### config.mk
export PLATFORM = sky130hd
export DESIGN_NAME = pdua_control_unit_flat
export DESIGN_NICKNAME = d
export VERILOG_FILES = /design/src/rtl/pdua_control_unit_if.sv /design/src/rtl/pdua_control_unit.sv /design/src/flat_wrapper.sv
export SDC_FILE = /design/constraint.sdc
export NUM_CORES = 1
export LEC_CHECK = 0
export CORE_MARGIN = 1.5
export CORE_UTILIZATION = 43
export CTS_CLUSTER_SIZE = 12
export DETAILED_ROUTE_END_ITERATION = 10
export PLACE_DENSITY = 0.84
export SLEW_MARGIN = 20
export SYNTH_ARGS = -nofsm -noshare
export SYNTH_HDL_FRONTEND = slang
export SYNTH_SLANG_ARGS = --single-unit
### constraint.sdc
create_clock -name clk -period 2 [get_ports clk]
set_input_delay 0.2 -clock clk [delete_from_list [all_inputs] [get_ports clk]]
set_output_delay 0.2 -clock clk [all_outputs]
set_load 0.05 [all_outputs]
### src/rtl/pdua_control_unit_if.sv
`default_nettype none
// ============================================================================
// Module      : pdua_control_unit_if
// Description : Control/status bundle between the PDUA sequencer and datapath.
// Revision    : 1.0 - initial release
// ============================================================================
interface pdua_control_unit_if #(
    parameter int ADDR_WIDTH = 3
);
    logic [4:0]            out_IR;
    logic                  C;
    logic                  N;
    logic                  P;
    logic                  Z;
    logic                  wr_rdn;
    logic                  enaf;
    logic [2:0]            selop;
    logic [1:0]            shamt;
    logic                  bank_wr_en;
    logic [ADDR_WIDTH-1:0] BusB_addr;
    logic [ADDR_WIDTH-1:0] BusC_addr;
    logic                  sclr;
    logic                  ir_en;
    logic                  mar_en;
    logic                  mdr_en;
    logic                  mdr_alu_n;
    logic                  halted;

    // Sequencer side
    modport master (
        input  out_IR, C, N, P, Z,
        output wr_rdn, enaf, selop, shamt, bank_wr_en, BusB_addr, BusC_addr,
               sclr, ir_en, mar_en, mdr_en, mdr_alu_n, halted
    );

    // Datapath side
    modport slave (
        output out_IR, C, N, P, Z,
        input  wr_rdn, enaf, selop, shamt, bank_wr_en, BusB_addr, BusC_addr,
               sclr, ir_en, mar_en, mdr_en, mdr_alu_n, halted
    );
endinterface
`default_nettype wire

### src/rtl/pdua_control_unit.sv
`default_nettype none
// ============================================================================
// Module      : pdua_control_unit
// Description : Hardwired fetch/decode/execute sequencer for the PDUA datapath.
// Revision    : 1.0 - initial release
// ============================================================================
module pdua_control_unit #(
    parameter int                    MAX_WIDTH  = 8,
    parameter int                    ADDR_WIDTH = 3,
    parameter logic [ADDR_WIDTH-1:0] PC_ADDR    = 3'd0,
    parameter logic [ADDR_WIDTH-1:0] ACC_ADDR   = 3'd1,
    parameter logic [ADDR_WIDTH-1:0] TMP_ADDR   = 3'd7
) (
    input  wire                      clk,
    input  wire                      rst,
    pdua_control_unit_if.master      bus
);

    localparam logic [4:0] c_op_nop  = 5'b00000;
    localparam logic [4:0] c_op_ldi  = 5'b00001;
    localparam logic [4:0] c_op_add  = 5'b00010;
    localparam logic [4:0] c_op_sub  = 5'b00011;
    localparam logic [4:0] c_op_and  = 5'b00100;
    localparam logic [4:0] c_op_or   = 5'b00101;
    localparam logic [4:0] c_op_shl  = 5'b00110;
    localparam logic [4:0] c_op_jmp  = 5'b00111;
    localparam logic [4:0] c_op_jz   = 5'b01000;
    localparam logic [4:0] c_op_sta  = 5'b01001;
    localparam logic [4:0] c_op_halt = 5'b11111;

    typedef enum logic [3:0] {
        S_INIT   = 4'd0,
        S_FETCH0 = 4'd1,
        S_FETCH1 = 4'd2,
        S_FETCH2 = 4'd3,
        S_DECODE = 4'd4,
        S_OPA0   = 4'd5,
        S_OPA1   = 4'd6,
        S_OPA2   = 4'd7,
        S_EXEC   = 4'd8,
        S_ST1    = 4'd9,
        S_ST2    = 4'd10,
        S_HALT   = 4'd11
    } state_t;

    state_t r_state;
    state_t w_state_nxt;
    // Set by the first clock edge after reset release; holds sclr off until then.
    logic   r_run;

    wire w_unused_flags = &{1'b0, bus.C, bus.N, bus.P, MAX_WIDTH[0]};

    always_ff @(posedge clk or negedge rst) begin
        if (!rst) begin
            r_state <= S_INIT;
            r_run   <= 1'b0;
        end else begin
            r_state <= w_state_nxt;
            r_run   <= 1'b1;
        end
    end

    always_comb begin
        w_state_nxt = r_state;
        case (r_state)
            S_INIT:   w_state_nxt = r_run ? S_FETCH0 : S_INIT;
            S_FETCH0: w_state_nxt = S_FETCH1;
            S_FETCH1: w_state_nxt = S_FETCH2;
            S_FETCH2: w_state_nxt = S_DECODE;
            S_DECODE: begin
                if (bus.out_IR == c_op_halt)
                    w_state_nxt = S_HALT;
                else if (bus.out_IR >= c_op_ldi && bus.out_IR <= c_op_sta)
                    w_state_nxt = S_OPA0;
                else
                    w_state_nxt = S_FETCH0;
            end
            S_OPA0:   w_state_nxt = S_OPA1;
            S_OPA1:   w_state_nxt = S_OPA2;
            S_OPA2:   w_state_nxt = (bus.out_IR == c_op_ldi) ? S_FETCH0 : S_EXEC;
            S_EXEC:   w_state_nxt = (bus.out_IR == c_op_sta) ? S_ST1 : S_FETCH0;
            S_ST1:    w_state_nxt = S_ST2;
            S_ST2:    w_state_nxt = S_FETCH0;
            S_HALT:   w_state_nxt = S_HALT;
            default:  w_state_nxt = S_INIT;
        endcase
    end

    always_comb begin
        bus.wr_rdn     = 1'b0;
        bus.enaf       = 1'b0;
        bus.selop      = 3'b000;
        bus.shamt      = 2'b00;
        bus.bank_wr_en = 1'b0;
        bus.BusB_addr  = '0;
        bus.BusC_addr  = '0;
        bus.sclr       = 1'b0;
        bus.ir_en      = 1'b0;
        bus.mar_en     = 1'b0;
        bus.mdr_en     = 1'b0;
        bus.mdr_alu_n  = 1'b0;
        bus.halted     = 1'b0;
        case (r_state)
            S_INIT: bus.sclr = r_run;
            S_FETCH0, S_OPA0: begin
                bus.BusB_addr = PC_ADDR;
                bus.mar_en    = 1'b1;
            end
            // Memory read into MDR overlaps with PC increment
            S_FETCH1, S_OPA1: begin
                bus.mdr_en     = 1'b1;
                bus.BusB_addr  = PC_ADDR;
                bus.selop      = 3'b111;
                bus.bank_wr_en = 1'b1;
                bus.BusC_addr  = PC_ADDR;
            end
            S_FETCH2: bus.ir_en = 1'b1;
            S_OPA2: begin
                bus.mdr_alu_n  = 1'b1;
                bus.bank_wr_en = 1'b1;
                bus.BusC_addr  = (bus.out_IR == c_op_ldi) ? ACC_ADDR : TMP_ADDR;
            end
            S_EXEC: begin
                case (bus.out_IR)
                    c_op_add, c_op_sub, c_op_and, c_op_or: begin
                        bus.BusB_addr  = TMP_ADDR;
                        bus.enaf       = 1'b1;
                        bus.bank_wr_en = 1'b1;
                        bus.BusC_addr  = ACC_ADDR;
                        case (bus.out_IR)
                            c_op_add: bus.selop = 3'b001;
                            c_op_sub: bus.selop = 3'b010;
                            c_op_and: bus.selop = 3'b011;
                            default:  bus.selop = 3'b100;
                        endcase
                    end
                    c_op_shl: begin
                        bus.BusB_addr  = ACC_ADDR;
                        bus.selop      = 3'b110;
                        bus.shamt      = 2'b01;
                        bus.enaf       = 1'b1;
                        bus.bank_wr_en = 1'b1;
                        bus.BusC_addr  = ACC_ADDR;
                    end
                    c_op_jmp, c_op_jz: begin
                        bus.BusB_addr  = TMP_ADDR;
                        bus.BusC_addr  = PC_ADDR;
                        bus.bank_wr_en = (bus.out_IR == c_op_jmp) ? 1'b1 : bus.Z;
                    end
                    c_op_sta: begin
                        bus.BusB_addr = TMP_ADDR;
                        bus.mar_en    = 1'b1;
                    end
                    default: bus.selop = 3'b000;
                endcase
            end
            S_ST1: begin
                bus.BusB_addr = ACC_ADDR;
                bus.mdr_en    = 1'b1;
            end
            S_ST2:  bus.wr_rdn = 1'b1;
            S_HALT: bus.halted = 1'b1;
            default: bus.sclr = 1'b0;
        endcase
    end

endmodule
`default_nettype wire
### src/flat_wrapper.sv
// flat-port wrapper written by rule: the top's interface ports become plain ports
module pdua_control_unit_flat 
#(
    parameter int                    MAX_WIDTH  = 8,
    parameter int                    ADDR_WIDTH = 3,
    parameter logic [ADDR_WIDTH-1:0] PC_ADDR    = 3'd0,
    parameter logic [ADDR_WIDTH-1:0] ACC_ADDR   = 3'd1,
    parameter logic [ADDR_WIDTH-1:0] TMP_ADDR   = 3'd7
)
  (clk, rst, bus_out_IR, bus_C, bus_N, bus_P, bus_Z, bus_wr_rdn, bus_enaf, bus_selop, bus_shamt, bus_bank_wr_en, bus_BusB_addr, bus_BusC_addr, bus_sclr, bus_ir_en, bus_mar_en, bus_mdr_en, bus_mdr_alu_n, bus_halted);
  pdua_control_unit_if #(.ADDR_WIDTH(ADDR_WIDTH)) bus_i ();
  input  wire clk;
  input  wire rst;
  input wire logic [$bits(bus_i.out_IR)-1:0] bus_out_IR;
  input wire logic [$bits(bus_i.C)-1:0] bus_C;
  input wire logic [$bits(bus_i.N)-1:0] bus_N;
  input wire logic [$bits(bus_i.P)-1:0] bus_P;
  input wire logic [$bits(bus_i.Z)-1:0] bus_Z;
  output wire logic [$bits(bus_i.wr_rdn)-1:0] bus_wr_rdn;
  output wire logic [$bits(bus_i.enaf)-1:0] bus_enaf;
  output wire logic [$bits(bus_i.selop)-1:0] bus_selop;
  output wire logic [$bits(bus_i.shamt)-1:0] bus_shamt;
  output wire logic [$bits(bus_i.bank_wr_en)-1:0] bus_bank_wr_en;
  output wire logic [$bits(bus_i.BusB_addr)-1:0] bus_BusB_addr;
  output wire logic [$bits(bus_i.BusC_addr)-1:0] bus_BusC_addr;
  output wire logic [$bits(bus_i.sclr)-1:0] bus_sclr;
  output wire logic [$bits(bus_i.ir_en)-1:0] bus_ir_en;
  output wire logic [$bits(bus_i.mar_en)-1:0] bus_mar_en;
  output wire logic [$bits(bus_i.mdr_en)-1:0] bus_mdr_en;
  output wire logic [$bits(bus_i.mdr_alu_n)-1:0] bus_mdr_alu_n;
  output wire logic [$bits(bus_i.halted)-1:0] bus_halted;
  assign bus_i.out_IR = bus_out_IR;
  assign bus_i.C = bus_C;
  assign bus_i.N = bus_N;
  assign bus_i.P = bus_P;
  assign bus_i.Z = bus_Z;
  assign bus_wr_rdn = bus_i.wr_rdn;
  assign bus_enaf = bus_i.enaf;
  assign bus_selop = bus_i.selop;
  assign bus_shamt = bus_i.shamt;
  assign bus_bank_wr_en = bus_i.bank_wr_en;
  assign bus_BusB_addr = bus_i.BusB_addr;
  assign bus_BusC_addr = bus_i.BusC_addr;
  assign bus_sclr = bus_i.sclr;
  assign bus_ir_en = bus_i.ir_en;
  assign bus_mar_en = bus_i.mar_en;
  assign bus_mdr_en = bus_i.mdr_en;
  assign bus_mdr_alu_n = bus_i.mdr_alu_n;
  assign bus_halted = bus_i.halted;
  pdua_control_unit #(.MAX_WIDTH(MAX_WIDTH), .ADDR_WIDTH(ADDR_WIDTH), .PC_ADDR(PC_ADDR), .ACC_ADDR(ACC_ADDR), .TMP_ADDR(TMP_ADDR)) u_core (.clk(clk), .rst(rst), .bus(bus_i));
endmodule
# After elaboration in Yosys (flattened, before gate mapping)
# Cells that the tools add are included.
[totals]
out_inout_bits = 20
input_bits = 11
reg_bits = 5
word_cells = 64
[op_classes]
n_reduce_logical = 10
n_mux = 29
n_eq_ne = 21
order_cmp = 2
[op_table]
columns = ["op", "count"]
rows = [
  ["$pmux W4 S12", 1],
  ["$pmux W3 S2", 5],
  ["$eq A5 B3 Y1 const B", 4],
  ["$eq A4 B3 Y1 const B", 4],
  ["$eq A4 B4 Y1 const B", 4],
  ["$mux W1", 13],
  ["$mux W4", 3],
  ["$eq A5 B2 Y1 const B", 2],
  ["$eq A5 B4 Y1 const B", 2],
  ["$pmux W3 S3", 1],
  ["$eq A4 B2 Y1 const B", 2],
  ["$reduce_or A7 Y1", 1],
  ["$mux W3", 2],
  ["$pmux W1 S2", 3],
  ["$reduce_or A2 Y1", 3],
  ["$reduce_or A3 Y1", 2],
  ["$eq A5 B1 Y1 const B", 1],
  ["$eq A5 B5 Y1 const B", 1],
  ["$ge A5 B1 Y1 const B", 1],
  ["$le A5 B4 Y1 const B", 1],
  ["$reduce_or A5 Y1", 1],
  ["$eq A4 B1 Y1 const B", 1],
  ["$logic_not A4 Y1", 1],
  ["$reduce_or A4 Y1", 1],
  ["other kinds (2)", 2],
]

# Depth between registers and ports, before layout
# Gate-level depths: netlist of the first run.
[depth]
word_depth = 5
depth_mapped = 5
ltp_nobuf = 3

# Least setup slack after synthesis of the first run
# OpenSTA, ideal clock, no wires.
[synth_timing]
kind = "register to output"
from = "register u_core.r_state[2]"
to = "output port bus_selop[0]"
stages_incl_launch_ff = 5
n_path_buf = 1
required_time_ps = 1800
arrival_time_ps = 2169
setup_slack_ps = -369
cell_sequence = "dfrtp_1 -> buf_6 -> nor4b_4 -> nand2_2 -> o31ai_1"
[synth_between]
elab_chain_cells = 3
elab_cells_between_ends = 5
classes_between = "3 x eq/ne; 1 x mux; 1 x reduce/logical"
[synth_lines]
columns = ["element", "line", "text"]
rows = [
  ["start, declared", "pdua_control_unit.sv:46", "state_t r_state;"],
  ["start signal, assigned", "pdua_control_unit.sv:58", "r_state <= w_state_nxt;"],
  ["$eq A4 B2 Y1 or $eq A4 B3 Y1 (tied branches)", "pdua_control_unit.sv:103", "case (r_state)"],
  ["$reduce_or A2 Y1", "--", ""],
  ["$pmux W3 S2 *", "pdua_control_unit.sv:103", ""],
  ["end, declared", "flat_wrapper.sv:21", "output wire logic [$bits(bus_i.selop)-1:0] bus_selop;"],
]
# Mark *: on every way between the ends. The rest lies on a longest branch, timed or not.

# Worst setup path in the final report of the first run
[layout_timing]
from = "register u_core.r_state[2]"
to = "output port bus_mar_en"
[layout_between]
elab_chain_cells = 3
elab_cells_between_ends = 5
classes_between = "3 x eq/ne; 1 x mux; 1 x reduce/logical"
[layout_lines]
columns = ["element", "line", "text"]
rows = [
  ["$eq A4 B1 Y1 or $eq A4 B3 Y1 (tied branches)", "pdua_control_unit.sv:103", ""],
  ["$reduce_or A2 Y1", "pdua_control_unit.sv:103", ""],
  ["$pmux W1 S2 *", "pdua_control_unit.sv:103", ""],
  ["end, declared", "flat_wrapper.sv:28", "output wire logic [$bits(bus_i.mar_en)-1:0] bus_mar_en;"],
]
# Marks and branches as above.

==> run_results.csv, run 1 <==
group,metric,value,unit
synth,syn_area_per_cell,7.96,sq um
place,placed_area,1140,sq um
clock_tree,clk_pin_slew_worst_paths,0.04,ns
clock_tree,htreeDepth,1,
timing,rsz0062_at_grt,"false",
timing,setup_viol,0,
global_routing,grt_antenna_before_repair,0,
global_routing,grt_pass1_wl,3070,microns
worst_setup_path,reg2reg_from,"u_core.r_state[0]",
clock_tree,cts_tree,"yes",
synth,synthCells,85,
synth,async_reset_ff_frac,1.00,
power_and_ir_drop,p_leak,0.541,nW
drt,wl_met1,770,microns
cells_and_area,layoutNonFillerInstCount,133,
timing,skew,0.000336,ns
drt,vias,772,
drt,post_drt_via_cell_ratio,5.80,
power_and_ir_drop,ir_drop,1290,uV
drt,met3WireLength,112,microns
synth,synth_edf_count,0,
synth,synth.top_cell.area_share,0.185,
worst_setup_path,cp.required,1.80,ns
place,gp_congestion,0.840,
drt,drc,0,
synth,netlist_area,677,sq um
global_routing,grt_pass1_vias,712,
timing,min_period,1.90,ns
worst_setup_path,path_max_fanout,5,
cells_and_area,drive_gt1_frac,0.444,
timing,timing.final.ws_setup,0.104,ns
global_routing,grt_start_max_net_pins,14,
synth,ys_warn_count,0,
floorplan,die-width,42.7,microns
floorplan,ios,31,
synth,synthDominantAreaCellType,"dfrtp_1",
worst_hold_path,hold_path_class,"in -> async",
timing,fmax,528,MHz
floorplan,fp.dieH,42.7,microns
worst_setup_path,ff2ff_path_depth,3,
synth,ys_seq_area_frac,0.185,
timing,hold_viol,0,
worst_setup_path,r2r_slack,0.69,ns
flow_run,cap_violations,0,
drt,dr_wl_met2,973,microns
synth,synth_flop_cell,"dfrtp_1",
drt,drtIter0Drc,20,
global_routing,grt_overflow_total,0,
drt,top_layer_used,"met4",
drt,ant_nets,0,
floorplan,dieArea,1820,sq um
floorplan,start_util,0.455,
clock_tree,max-clock-path-buffers,2,
worst_setup_path,worstSetupPathType,"reg -> out",
synth,synth_common_cells,"nor2_1, inv_1, dfrtp_1, nand2_1, o21ai_0",
cells_and_area,antenna-diode-count,0,
cells_and_area,areaGrowthSynthToFinish,78.9,%
clock_tree,ctsHoldBuffers,0,
drt,wl_per_cell,14.1,microns
cells_and_area,nNetsFinal,129,
power_and_ir_drop,p_total,1.76,mW
worst_setup_path,cp-startpoint,"u_core.r_state[2]",
synth,synth_seq_cells,5,
floorplan,rows,14,
synth,syn-num-nets,96,
clock_tree,cts-buffers-inserted,3,
cells_and_area,design_area,1210,sq um
power_and_ir_drop,power_density,1450,nW/um^2
worst_setup_path,r2r-end,"u_core.r_state[0]",
synth,ys_types,40,
clock_tree,clock-sinks,5,
place,place_ws,0.0240,ns
clock_tree,clock_latency,0.24,ns
drt,drt_pass1_iterations,4,
global_routing,grt_usage,0.214,
worst_setup_path,crit_arrival,1.70,ns
worst_setup_path,cp-endpoint,"bus_mar_en",
timing,tns,0,ns
floorplan,coreArea,1490,sq um
synth,synth_area_leaders,"dfrtp_1, nor2_1, clkbuf_8, xnor2_1, o21ai_0",
timing,period_share,0.948,
worst_setup_path,start_kind,"register",
place,post-dp-hpwl,1440,microns
clock_tree,cts_root_buf,"clkbuf_4",
run_status,status,"complete, no violations",
place,dp_cells,127,
synth,synth_most_common_cell,"nor2_1",
drt,wl,1870,microns
worst_setup_path,worstSetupEndpointType,"output port",
timing,drv_slew,0,
place,portBuffers,26,
[where the power goes]
part / total (mW) / internal (mW) / switching (mW) / leakage [nW]
clock network: 0.116 / 0.0754 / 0.0409 / 0.0150
registers: 0.209 / 0.145 / 0.0645 / 0.0589
logic: 1.43 / 0.654 / 0.777 / 0.468
total: 1.76 / 0.874 / 0.882 / 0.541
[flip-flops by register name, summed over array words and instances (netlist names)]
register,count
u_core.r_run,1
u_core.r_state,4
[final cells by class]
cell class	count	area, sq um
Tap cell	16	20.0
Clock buffer	4	26.3
Inverter	6	22.5
Sequential cell	5	129
Multi-Input combinational cell	64	475
Fill cell	82	278
Timing Repair Buffer	38	538
[per-stage QoR]
step	util	hold slack, ns
3_3_place_gp	0.766	0.433
2_1_floorplan	-	-0.0956
3_5_place_dp	0.766	0.434
6_report	0.813	0.181
5_1_grt	0.813	0.180
4_1_cts	0.785	0.172
[layout by cell type (no fill, tap or decap), types with 2 or more instances in the layout]
cell type	Yosys	layout
o21ai_0	5	5
o31ai_2	0	3
buf_4	3	13
dlymetal6s2s_1	0	4
nand2_1	5	5
clkbuf_4	0	3
conb_1	2	2
nor3_1	4	4
inv_1	6	6
buf_12	0	18
dfrtp_1	5	2
a31oi_1	2	2
dfrtp_2	0	3
xnor2_1	3	3
clkdlybuf4s50_1	0	3
nand4bb_1	2	2
o211ai_1	2	2
nor2_1	8	7
and3_1	3	3
[metal layers]
metal  vias up  global-route usage
met2        39               0.388
li1        363                   -
met1       368               0.253
met3         2              0.0553
met5         -                   0
met4         0              0.0375
[cells by family (layout without fill, tap and decap cells)]
| group | count (synthesis) | in the layout | share of synthesized area |
|---|---|---|---|
| AO/OA/AOI/OAI | 20 | 20 | 0.203 |
| XOR/XNOR | 4 | 4 | 0.0518 |
| buffers and inverters | 16 | 48 | 0.163 |
| flip-flops | 5 | 5 | 0.185 |
| multiplexers | 1 | 1 | 0.0166 |
| other | 2 | 2 | 0.0111 |
| AND/OR/NAND/NOR | 37 | 37 | 0.370 |
[worst max-delay path: stages (launching register included)]
cell,delay (ns)
dfrtp_2,0.43
nand2b_4,0.18
or4_4,0.49
a21oi_2,0.19
buf_12,0.15
[what timing repair did]
item,4_1_cts,5_1_grt
buffers inserted,0,2
resized for setup,1,9
cloned,0,0
endpoints found under the setup margin,6,9
pin swaps,0,2
[how the worst min path moves through the flow]
stage | start | to | slack (ns) | cells past startpoint
global placement | rst | u_core.r_run | 0.43 | 1
floorplan | rst | u_core.r_run | -0.1 | 0
finish | rst | u_core.r_run | 0.18 | 1
detailed placement | rst | u_core.r_state[3] | 0.43 | 1
CTS | rst | u_core.r_state[3] | 0.17 | 1
global route | rst | u_core.r_state[1] | 0.18 | 1
No activity file was read; power rests on OpenSTA's default activity.
==> inputs of run 2 (changes only) <==
- ABC_AREA: not set -> 1
- CORE_UTILIZATION: 43 -> 42
==> run 2 against run 1 <==
  * Critical path depth rose by 3
  * Global-route usage shrank 0.49 points
  * Worst setup slack better by 0.047 ns
  * Sequential share of layout area grew 1.2 points
  * Largest cell class is now multi-input gates
  * Highest routed layer unchanged
==> run_results.csv, run 2 <==
group,metric,value,unit
cells_and_area,nNetsFinal,143,
floorplan,coreArea,1370,sq um
drt,drt_pass1_iterations,4,
clock_tree,clk_pin_slew_worst_paths,0.04,ns
synth,netlist_area,638,sq um
cells_and_area,largest_reg_flops,4,
global_routing,grt_start_max_net_pins,10,
power_and_ir_drop,seq_power_share,0.119,
synth,synth-simple-area-share,0.506,
timing,timing.final.ws_setup,0.151,ns
synth,synth_seq_cells,5,
worst_setup_path,r2r-end,"u_core.r_state[3]",
worst_setup_path,start_kind,"input pin",
global_routing,grt_usage,0.209,
worst_setup_path,reg2reg_from,"u_core.r_state[3]",
worst_setup_path,crit_arrival,1.65,ns
drt,wl,1680,microns
clock_tree,clock-sinks,5,
power_and_ir_drop,p_int,639,uW
synth,synthMuxAreaShare,0,
cells_and_area,layout_commonest_cell,"nand2_1",
clock_tree,max-clock-path-buffers,2,
place,dp_cells,141,
worst_setup_path,cp.required,1.80,ns
power_and_ir_drop,ir_drop,992,uV
floorplan,ios,31,
worst_setup_path,path_max_fanout,6,
synth,synth_common_cells,"nand2_1, inv_1, nor2_1",
synth,synth_flop_cell,"dfrtp_1",
worst_setup_path,cpPeakStageDelay,0.62,ns
cells_and_area,top_register,"u_core.r_state",
place,portBuffers,26,
worst_setup_path,r2r_slack,0.84,ns
synth,synth_most_common_cell,"nand2_1",
worst_setup_path,slowest_stage,"clkdlybuf4s50_1",
timing,hold_viol,0,
timing,fmax,541,MHz
clock_tree,htreeDepth,1,
place,place_ws,0.0888,ns
synth,synth_edf_count,0,
floorplan,die-width,42.0,microns
clock_tree,cts_root_buf,"clkbuf_4",
timing,rsz0062_at_grt,"false",
timing,period_share,0.925,
power_and_ir_drop,switching_power,784,uW
floorplan,fp.dieH,42.0,microns
timing,drv_slew,0,
global_routing,grt_pass1_vias,695,
power_and_ir_drop,power_frac_comb,0.799,
synth,synthAdderAreaFrac,0,
timing,timing.hold.ws,0.183,ns
synth,synth_area_leaders,"dfrtp_1, nand2_1, inv_1, nor2_1, nand2_2",
cells_and_area,areaGrowthSynthToFinish,65.9,%
worst_setup_path,ff2ff_path_depth,5,
run_status,status,"complete, no violations",
drt,drtIter0Drc,21,
flow_run,cap_violations,0,
power_and_ir_drop,p_leak,0.604,nW
floorplan,dieArea,1760,sq um
cells_and_area,drive_gt1_frac,0.374,
power_and_ir_drop,power_density,1340,nW/um^2
synth,syn-num-nets,114,
worst_setup_path,worstSetupEndpointType,"output port",
power_and_ir_drop,power.share.clock,0.082,
synth,synthDominantAreaCellType,"dfrtp_1",
synth,synthCells,103,
synth,synth_xor_area_frac,0,
synth,syn_area_per_cell,6.20,sq um
worst_setup_path,cp-startpoint,"bus_out_IR[1]",
cells_and_area,reg.largest.list,"u_core.r_state x4, u_core.r_run x1",
worst_setup_path,cp_cell_sequence,"clkdlybuf4s50_1 > nor2_1 > o21ai_2 > nand3_2 > nand2_4 > nand3_2 > buf_12",
drt,drc,0,
drt,post_drt_via_cell_ratio,5.10,
worst_hold_path,hold_path_class,"in -> async",
place,gp_congestion,0.860,
global_routing,grt_antenna_before_repair,0,
cells_and_area,n_fill_cell,105,
power_and_ir_drop,p_total,1.42,mW
power_and_ir_drop,p_sw_frac,0.551,
synth,ys_types,24,
timing,skew,0.0000795,ns
timing,setup_viol,0,
synth,synth_top_family_by_area,"simple AND/OR/NAND/NOR gates",
cells_and_area,antenna-diode-count,0,
clock_tree,clock_latency,0.24,ns
synth,synth-compound-area-share,0.122,
synth,ys_seq_area_frac,0.196,
global_routing,grt_overflow_total,0,
worst_setup_path,cp-endpoint,"bus_bank_wr_en",
drt,ant_nets,0,
synth,async_reset_ff_frac,1.00,
worst_setup_path,worstSetupPathType,"in -> out",
floorplan,start_util,0.467,
synth,ys_warn_count,0,
floorplan,rows,13,
cells_and_area,final_cell_mix,"nand2_1, inv_1, buf_12",
synth,synth.top_cell.area_share,0.196,
timing,min_period,1.85,ns
global_routing,grt_pass1_wl,2860,microns
drt,wl_per_cell,11.5,microns
drt,vias,744,
worst_setup_path,cpMostUsedCell,"nand3_2",
clock_tree,cts_tree,"yes",
place,post-dp-hpwl,1440,microns
timing,tns,0,ns
cells_and_area,layoutNonFillerInstCount,146,
clock_tree,cts-buffers-inserted,3,
==> run 2: cell count changes after synthesis, sizes merged, moves of 3 or more <==
cell	delta
xnor2	-3
and3	-4
nand3	+6
buf	-5
nand4	+4
nand2	+23
nor2	+7
inv	+16
==> run 2: worst min path at each step <==
stage	startpoint	to
after detailed placement	rst	u_core.r_run
final	rst	u_core.r_state[0]
after global routing	rst	u_core.r_state[3]
after global placement	rst	u_core.r_run
after floorplan	rst	u_core.r_run
after CTS	rst	u_core.r_state[2]
==> run 2: kinds of logic (layout without fill, tap and decap cells) <==
kind of cell / after synthesis / in the layout
flip-flops: 5 / 5
AND/OR/NAND/NOR: 60 / 60
other: 2 / 2
buffers and inverters: 25 / 53
AO/OA/AOI/OAI: 11 / 11
==> run 2: layout make-up <==
class                   count  area, sq um  area share
clock buffers               4         26.3      0.0248
repair buffers             27          385       0.364
flip-flops and latches      5          125       0.118
multi-input cells          73          420       0.397
inverters                  22         82.6      0.0780
well taps                  15         18.8      0.0177
==> run 2: through the flow <==
step / cell area (sq um) / utilization
global route: 1060 / 0.775
floorplan: 646 / -
finish: 1060 / 0.775
global placement: 1020 / 0.745
detailed placement: 1020 / 0.745
CTS: 1040 / 0.764
==> run 2: timing repair <==
action,4_1_cts,5_1_grt
endpoints found under the setup margin,0,2
setup buffers,0,1
gates resized for setup,0,2
hold buffers,0,0
==> run 2: per-layer routing <==
| layer | global-route usage | part of all wire | vias up |
|---|---|---|---|
| li1 | - | - | 378 |
| met1 | 0.261 | 0.43 | 326 |
| met2 | 0.350 | 0.50 | 38 |
| met3 | 0.0474 | 0.066 | 2 |
| met4 | 0.0774 | 0.0072 | 0 |
| met5 | 0 | 0 | - |
==> run 2: worst max-delay path, delay by kind of cell <==
kind,cells,cell delay (ns)
AO/OA/AOI/OAI,1,0.20
AND/OR/NAND/NOR,4,0.47
buffers and inverters,2,0.78
==> run 2: power groups by stage <==
stage / sequential, mW / combinational [mW] / clock, mW
after floorplan: 0.163 / 0.681 / 0
after global placement: 0.167 / 1.12 / 0
after detailed placement: 0.170 / 1.13 / 0
after CTS: 0.168 / 1.13 / 0.121
after global routing: 0.172 / 1.20 / 0.129
final: 0.169 / 1.14 / 0.116
